## config.mk

```make
export PLATFORM = sky130hd
export DESIGN_NAME = sd_cmd_phy_ext
export DESIGN_NICKNAME = d
export VERILOG_FILES = /design/src/rtl/sd_cmd_phy_ext.sv
export SDC_FILE = /design/constraint.sdc
export NUM_CORES = 1
export LEC_CHECK = 0
export ABC_AREA = 1
export BUFFER_PORTS_ARGS = -buffer_cell sky130_fd_sc_hd__buf_2
export CAP_MARGIN = 20
export CORE_MARGIN = 3
export CORE_UTILIZATION = 45
export CTS_CLUSTER_SIZE = 28
export DETAILED_ROUTE_END_ITERATION = 10
export GPL_ROUTABILITY_DRIVEN = 0
export SYNTH_ARGS = -nofsm -noshare
export SYNTH_HDL_FRONTEND = slang
export SYNTH_SLANG_ARGS = --single-unit
export TNS_END_PERCENT = 5
```

## constraint.sdc

```tcl
create_clock -name sd_clk -period 7.38 [get_ports sd_clk]
set_input_delay 1.107 -clock sd_clk [delete_from_list [all_inputs] [get_ports sd_clk]]
set_output_delay 1.107 -clock sd_clk [all_outputs]
set_load 0.01 [all_outputs]
```

## src/rtl/sd_cmd_phy_ext.sv

```systemverilog
// SD CMD-line engine: serialises a 48-bit command with CRC7 and captures a
// short/long response, with response timeout, optional R1b busy wait and abort.
module sd_cmd_phy_ext #(
  parameter int INIT_DELAY   = 74,
  parameter int RESP_TIMEOUT = 64,
  parameter int BUSY_TIMEOUT = 65535,
  parameter int CNT_W        = 17
) (
  input  logic         sd_clk,
  input  logic         rst,
  input  logic [3:0]   setting_i,
  input  logic [39:0]  cmd_i,
  input  logic         start_i,
  input  logic         abort_i,
  output logic         ready_o,
  output logic         finish_o,
  output logic [119:0] response_o,
  output logic         crc_ok_o,
  output logic         index_ok_o,
  output logic         timeout_o,
  input  logic         cmd_dat_i,
  output logic         cmd_out_o,
  output logic         cmd_oe_o,
  input  logic         dat0_i
);

  typedef enum logic [2:0] {
    INIT, IDLE, WRITE, READ_WAIT, READ, BUSY_WAIT, FINISH
  } state_t;

  state_t             state;
  logic [CNT_W-1:0]   cnt;
  logic [5:0]         idx_q;
  logic [3:0]         set_q;
  logic [47:0]        tx_q;
  logic [134:0]       rx_q;
  logic [6:0]         crc_q;

  logic [47:0]        frame_w;
  logic [135:0]       rx_nx;
  logic [CNT_W-1:0]   last_idx;
  logic               crc_en;
  logic               busy_state;
  logic               unused_bits;

  function automatic logic [6:0] crc7_step(input logic [6:0] c, input logic b);
    logic fb;
    fb = c[6] ^ b;
    return {c[5:0], 1'b0} ^ {3'b000, fb, 2'b00, fb};
  endfunction

  function automatic logic [47:0] build_frame(input logic [39:0] c);
    logic [6:0] crc;
    crc = 7'd0;
    for (int i = 39; i >= 0; i--) crc = crc7_step(crc, c[i]);
    return {c, crc, 1'b1};
  endfunction

  assign frame_w     = build_frame(cmd_i);
  assign rx_nx       = {rx_q, cmd_dat_i};
  assign last_idx    = set_q[1] ? CNT_W'(135) : CNT_W'(47);
  assign busy_state  = (state == WRITE) || (state == READ_WAIT) ||
                       (state == READ)  || (state == BUSY_WAIT);
  // Start/transmission bits and the stop bit are never checked.
  assign unused_bits = &{1'b0, rx_nx[135:134], rx_nx[0]};

  // CRC covers frame bits 47..8 (short) or 127..8 (long); cnt is the index
  // of the bit arriving now, counting the start bit as 0.
  always_comb begin
    crc_en = 1'b0;
    if (set_q[1]) crc_en = (cnt >= CNT_W'(8)) && (cnt <= CNT_W'(127));
    else          crc_en = (cnt <= CNT_W'(39));
  end

  always_ff @(posedge sd_clk) begin
    case (state)
      IDLE: if (start_i) begin
        idx_q <= cmd_i[37:32];
        set_q <= setting_i[0] ? setting_i : 4'b0000;
        tx_q  <= {frame_w[46:0], 1'b0};
      end
      WRITE:     tx_q <= {tx_q[46:0], 1'b0};
      READ_WAIT: begin
        rx_q  <= '0;
        crc_q <= 7'd0;
      end
      READ: begin
        rx_q <= rx_nx[134:0];
        if (crc_en) crc_q <= crc7_step(crc_q, cmd_dat_i);
      end
      default: ;
    endcase
  end

  always_ff @(posedge sd_clk) begin
    if (rst) begin
      state      <= INIT;
      cnt        <= '0;
      cmd_oe_o   <= 1'b1;
      cmd_out_o  <= 1'b1;
      ready_o    <= 1'b0;
      finish_o   <= 1'b0;
      response_o <= '0;
      crc_ok_o   <= 1'b0;
      index_ok_o <= 1'b0;
      timeout_o  <= 1'b0;
    end else begin
      finish_o <= 1'b0;
      if (abort_i && busy_state) begin
        state      <= IDLE;
        cnt        <= '0;
        cmd_oe_o   <= 1'b0;
        cmd_out_o  <= 1'b1;
        ready_o    <= 1'b1;
        response_o <= '0;
        crc_ok_o   <= 1'b0;
        index_ok_o <= 1'b0;
        timeout_o  <= 1'b0;
      end else begin
        case (state)
          INIT: begin
            if (cnt == CNT_W'(INIT_DELAY - 1)) begin
              state    <= IDLE;
              cnt      <= '0;
              cmd_oe_o <= 1'b0;
              ready_o  <= 1'b1;
            end else begin
              cnt <= cnt + CNT_W'(1);
            end
          end
          IDLE: begin
            if (start_i) begin
              state      <= WRITE;
              cnt        <= '0;
              ready_o    <= 1'b0;
              cmd_oe_o   <= 1'b1;
              cmd_out_o  <= frame_w[47];
              response_o <= '0;
              crc_ok_o   <= 1'b0;
              index_ok_o <= 1'b0;
              timeout_o  <= 1'b0;
            end
          end
          WRITE: begin
            if (cnt == CNT_W'(47)) begin
              cnt       <= '0;
              cmd_oe_o  <= 1'b0;
              cmd_out_o <= 1'b1;
              if (set_q[0]) begin
                state <= READ_WAIT;
              end else begin
                state    <= FINISH;
                finish_o <= 1'b1;
                crc_ok_o <= 1'b1;
              end
            end else begin
              cmd_out_o <= tx_q[47];
              cnt       <= cnt + CNT_W'(1);
            end
          end
          READ_WAIT: begin
            if (!cmd_dat_i) begin
              state <= READ;
              cnt   <= CNT_W'(1);
            end else if (cnt == CNT_W'(RESP_TIMEOUT - 1)) begin
              state      <= FINISH;
              cnt        <= '0;
              finish_o   <= 1'b1;
              timeout_o  <= 1'b1;
              crc_ok_o   <= 1'b0;
              index_ok_o <= 1'b0;
              response_o <= '0;
            end else begin
              cnt <= cnt + CNT_W'(1);
            end
          end
          READ: begin
            if (cnt == last_idx) begin
              cnt <= '0;
              if (set_q[1]) begin
                response_o <= rx_nx[127:8];
                index_ok_o <= (rx_nx[133:128] == 6'h3F);
              end else begin
                response_o <= {88'd0, rx_nx[39:8]};
                index_ok_o <= (rx_nx[45:40] == idx_q);
              end
              crc_ok_o <= !set_q[2] || (crc_q == rx_nx[7:1]);
              if (set_q[3]) begin
                state <= BUSY_WAIT;
              end else begin
                state    <= FINISH;
                finish_o <= 1'b1;
              end
            end else begin
              cnt <= cnt + CNT_W'(1);
            end
          end
          BUSY_WAIT: begin
            // DAT0 may still reflect the previous level for two cycles.
            if ((cnt >= CNT_W'(2)) && dat0_i) begin
              state    <= FINISH;
              cnt      <= '0;
              finish_o <= 1'b1;
            end else if (cnt == CNT_W'(BUSY_TIMEOUT - 1)) begin
              state     <= FINISH;
              cnt       <= '0;
              finish_o  <= 1'b1;
              timeout_o <= 1'b1;
            end else begin
              cnt <= cnt + CNT_W'(1);
            end
          end
          FINISH: begin
            state   <= IDLE;
            ready_o <= 1'b1;
          end
          default: state <= INIT;
        endcase
      end
    end
  end

endmodule

```

==> metrics.txt <==
# TYPE chip_impl_metric gauge
chip_impl_info{name="run_status",value="finished, final reports clean"} 1
chip_impl_metric{name="drt_iter0_drc",unit=""} 848
chip_impl_metric{name="fp.dieH",unit="um"} 190
chip_impl_metric{name="fraction_of_the_core_area_covered_by_cells_at_the_end_of_the_flow",unit="%"} 53.7
chip_impl_metric{name="grt_pass1_wl",unit="mm"} 57.4
chip_impl_metric{name="largest_net_degree_at_the_start_of_global_routing",unit=""} 102
chip_impl_metric{name="pin_count",unit=""} 177
chip_impl_metric{name="cts-buffers-inserted",unit=""} 37
chip_impl_metric{name="required_time_of_the_worst_setup_path",unit="ns"} 7.83
chip_impl_metric{name="detailedRoute.firstPassIterationCount",unit=""} 5
chip_impl_metric{name="globalRoute.totalOverflow",unit=""} 0
chip_impl_metric{name="fmax",unit="MHz"} 236
chip_impl_metric{name="insertedDiodeCount",unit=""} 0
chip_impl_metric{name="synthDominantCellAreaShare",unit="%"} 39.0
chip_impl_info{name="synth.largest_area_cell",value="edfxtp_1"} 1
chip_impl_metric{name="yosys_register_bits",unit=""} 344
chip_impl_info{name="unrepaired_setup_endpoints_after_global_routing",value="no"} 1
chip_impl_metric{name="detailroute.via_count",unit=""} 11888
chip_impl_info{name="worst_path_dominant_cell_family",value="buffers and inverters"} 1
chip_impl_metric{name="overall_power_consumption",unit="mW"} 6.09
chip_impl_metric{name="postCtsSetupBuffers",unit=""} 0
chip_impl_metric{name="floorplan.core_area",unit="um^2"} 32900
chip_impl_metric{name="route.detailed.drc",unit=""} 0
chip_impl_metric{name="routedWlPerCell",unit="um"} 14.6
chip_impl_metric{name="critPathBufInv",unit=""} 5
chip_impl_info{name="whs_endpoint",value="response_o[6]$_SDFFE_PP0P_"} 1
chip_impl_metric{name="cts.reportedPaths.clkPinSlew",unit="ns"} 0.06
chip_impl_metric{name="transition_time_at_the_pin_with_the_least_slew_margin",unit="ns"} 1.09
chip_impl_metric{name="drive_above_1_share",unit="%"} 15.2
chip_impl_metric{name="ys_seq_area_share",unit="%"} 58.4
chip_impl_metric{name="antenna_violations_before_repair",unit=""} 0
chip_impl_metric{name="clkLatencyLatePin",unit="ns"} 0.52
chip_impl_metric{name="drv_slew",unit=""} 0
chip_impl_metric{name="ys_types",unit=""} 43
chip_impl_info{name="timing.setup.critical_path_class",value="register to register"} 1
chip_impl_metric{name="power_leakage",unit="nW"} 7.83
chip_impl_info{name="cts_tree",value="yes"} 1
chip_impl_metric{name="worst_slew_margin_rel",unit="%"} 27.1
chip_impl_metric{name="fin_worst_skew",unit="ns"} 0.0169
chip_impl_metric{name="synth_cells",unit=""} 1783
chip_impl_info{name="startpoint_type",value="register"} 1
chip_impl_info{name="cp_slowest_cell",value="nand2_4"} 1
chip_impl_metric{name="maxCapViolations",unit=""} 0
chip_impl_metric{name="min_path_cells",unit=""} 2
chip_impl_metric{name="post-route-min-period",unit="ns"} 4.23
chip_impl_info{name="worstSetupEndpointType",value="register"} 1
chip_impl_metric{name="grt_pass1_vias",unit=""} 11451
chip_impl_metric{name="design.die.area",unit="um^2"} 35900
chip_impl_metric{name="cellPowerDensity",unit="nW/um^2"} 346
chip_impl_metric{name="clk_path_buf_depth",unit=""} 3
chip_impl_info{name="reg2reg_to",value="response_o[69]$_SDFFE_PP0P_"} 1
chip_impl_metric{name="floorplan.initialDensity",unit="%"} 46.1
chip_impl_info{name="hold_path.class",value="register to register"} 1
chip_impl_metric{name="cell_area_synth",unit="um^2"} 15200
chip_impl_metric{name="post_cts_resize_count",unit=""} 0
chip_impl_metric{name="fp-row-count",unit=""} 66
chip_impl_metric{name="min_period_over_period",unit="%"} 57.3
chip_impl_metric{name="port_buffers",unit=""} 176
chip_impl_metric{name="ir_drop",unit="V"} 0.000223
chip_impl_metric{name="grt_use_total",unit="%"} 19.2
chip_impl_info{name="worstReg2RegStart",value="state[2]$_SDFFE_PP0P_"} 1
chip_impl_metric{name="final_setup_violations",unit=""} 0
chip_impl_metric{name="antenna_viol_nets_final",unit=""} 0
chip_impl_metric{name="yosysWarningCount",unit=""} 0
chip_impl_metric{name="final_hold_viol_count",unit=""} 0
chip_impl_info{name="ys_top_cells_by_count",value="nand2_1 (410), inv_1 (257), nor2_1 (216), edfxtp_1 (197), nand3_1 (172)"} 1
chip_impl_metric{name="cts.sinks",unit=""} 344
chip_impl_metric{name="async_set_or_reset_flop_fraction_in_the_synthesized_netlist",unit="%"} 0
chip_impl_info{name="cts_root_buffer",value="clkbuf_16"} 1
chip_impl_info{name="leading_cell_type_by_number_of_instances_after_synthesis",value="nand2_1"} 1
chip_impl_metric{name="fp.dieW",unit="um"} 190
chip_impl_metric{name="drt_wl_total",unit="mm"} 35.0
chip_impl_info{name="post_synth_top_flop",value="edfxtp_1"} 1
chip_impl_metric{name="avg_cell_area_syn",unit="um^2"} 8.50
chip_impl_metric{name="worst_path_largest_cell_delay",unit="ns"} 0.72
chip_impl_metric{name="design.final.nets",unit=""} 1986
chip_impl_metric{name="dp_hpwl",unit="mm"} 23.2
chip_impl_metric{name="synth_edf_count",unit=""} 197
chip_impl_metric{name="synthToLayoutAreaGrowth",unit="%"} 16.3
chip_impl_metric{name="postSynthNetCount",unit=""} 1837
chip_impl_info{name="timing.critical_path.cells",value="inv_1, nor2_1, inv_4, nand2_4, inv_1, a21oi_4, buf_4, buf_4, nand3_1, a21oi_1"} 1
chip_impl_metric{name="crit_path_max_fanout",unit=""} 87
chip_impl_metric{name="cts.htree.levels",unit=""} 2
chip_impl_metric{name="sum_neg_setup_slack",unit="ns"} 0
chip_impl_info{name="synth.area.top_cells",value="edfxtp_1 (39%), dfxtp_1 (19%), nand2_1 (10%)"} 1
chip_impl_metric{name="worst-r2r-setup-slack",unit="ns"} 3.15
chip_impl_metric{name="cts.hold.buffers_added",unit=""} 0
chip_impl_info{name="hold_start",value="response_o[6]$_SDFFE_PP0P_"} 1
chip_impl_metric{name="critical_path_at",unit="ns"} 4.68
chip_impl_metric{name="detail_route.vias_per_cell",unit=""} 4.95
chip_impl_metric{name="timing.reg2reg.worst_path_depth",unit=""} 10
chip_impl_metric{name="fillCellCount",unit=""} 3146
==> worst max-delay path by stage <==
| stage | startpoint | endpoint | slack (ns) | depth (start not counted) |
|---|---|---|---|---|
| global placement | state[0]$_SDFFE_PP0P_ | response_o[32]$_SDFFE_PP0P_ | 3.24 | 11 |
| floorplan | state[2]$_SDFFE_PP0P_ | response_o[1]$_SDFFE_PP0P_ | 2.28 | 11 |
| finish | state[2]$_SDFFE_PP0P_ | response_o[69]$_SDFFE_PP0P_ | 3.15 | 10 |
| CTS | state[2]$_SDFFE_PP0P_ | response_o[65]$_SDFFE_PP0P_ | 3.11 | 10 |
| global route | state[2]$_SDFFE_PP0P_ | response_o[65]$_SDFFE_PP0P_ | 2.67 | 10 |
| detailed placement | state[2]$_SDFFE_PP0P_ | response_o[69]$_SDFFE_PP0P_ | 3.10 | 10 |
==> kinds of logic after synthesis <==
kind of cell,Yosys count,share of synthesized area [%]
simple gates,872,24.3
flops,344,58.4
buf+inv,339,8.52
compound gates,207,7.23
xor+xnor,17,1.18
fa+ha+maj,4,0.330
==> worst reg2reg max path, stage by stage (launching register included) <==
cell and delay [ns]:
dfxtp_1 0.45, inv_1 0.14, nor2_1 0.41, inv_4 0.42, nand2_4 0.72, inv_1 0.22
a21oi_4 0.23, buf_4 0.47, buf_4 0.72, nand3_1 0.19, a21oi_1 0.18
==> cells in the final DEF (no fill, tap or decap), types with 2 or more instances in the layout <==
cell type,netlist,routed
nor2_1,216,216
clkinv_1,1,2
clkbuf_8,0,5
clkbuf_1,51,6
nand4_1,8,8
o221ai_1,2,2
a211oi_1,3,3
ha_1,4,4
bufinv_16,0,3
o21ai_0,59,59
or2_2,2,2
nand3_2,5,5
a31oi_1,6,6
buf_2,12,176
nand2_1,410,409
clkinv_2,0,10
xor2_1,8,8
buf_4,1,10
nor3_2,1,2
o211ai_1,3,3
o2111ai_1,2,2
clkbuf_16,0,38
edfxtp_1,197,197
dfxtp_1,147,147
inv_4,0,4
nand3_1,172,172
inv_2,5,4
inv_1,257,256
xnor2_1,5,5
nor3_1,18,17
nand2_4,2,3
nand2_2,27,27
a2111oi_0,2,2
a21oi_1,124,124
xor2_2,3,3
nor4_1,7,7
==> report_power, final <==
part | switching [mW] | internal, mW
Clock | 0.762 | 1.11
Combinational | 1.12 | 0.386
Sequential | 0.144 | 2.57
Total | 2.03 | 4.06
==> metal layers <==
layer	up-vias	wire (um)	part of all wire (%)	global-route usage, %
met2	302	16000	46	31.5
met3	58	2100	6.0	3.37
met5	-	0	0	0
li1	6059	-	-	-
met1	5469	16200	46	26.7
met4	0	722	2.1	4.81
==> layout make-up <==
| type | instances | area, um^2 | area share [%] |
|---|---|---|---|
| clock buffers | 49 | 1040 | 5.91 |
| clock inverters | 19 | 199 | 1.13 |
| inverters | 263 | 995 | 5.64 |
| multi-input cells | 1100 | 5030 | 28.5 |
| flip-flops and latches | 344 | 8860 | 50.2 |
| well taps | 442 | 553 | 3.14 |
| repair buffers | 186 | 956 | 5.42 |
==> through the flow <==
stage                     cells  setup slack, ns  instance area [um^2]  hold slack [ns]
after floorplan            1783             2.28                 15200            0.486
after global placement     2335             3.24                 16400            0.447
after detailed placement   2335             3.10                 16400            0.453
after CTS                  2403             3.11                 17600            0.461
after global routing       2403             2.67                 17600            0.472
final                      2403             3.15                 17600            0.460
==> registers in the layout, indices dropped and copies added, names as in the netlist <==
signal	count
index_ok_o	1
state	3
timeout_o	1
set_q	4
crc_ok_o	1
ready_o	1
cmd_out_o	1
finish_o	1
cmd_oe_o	1
idx_q	6
crc_q	7
cnt	17
response_o	120
tx_q	47
rx_q	133
Power figures use the tool's default switching activity.
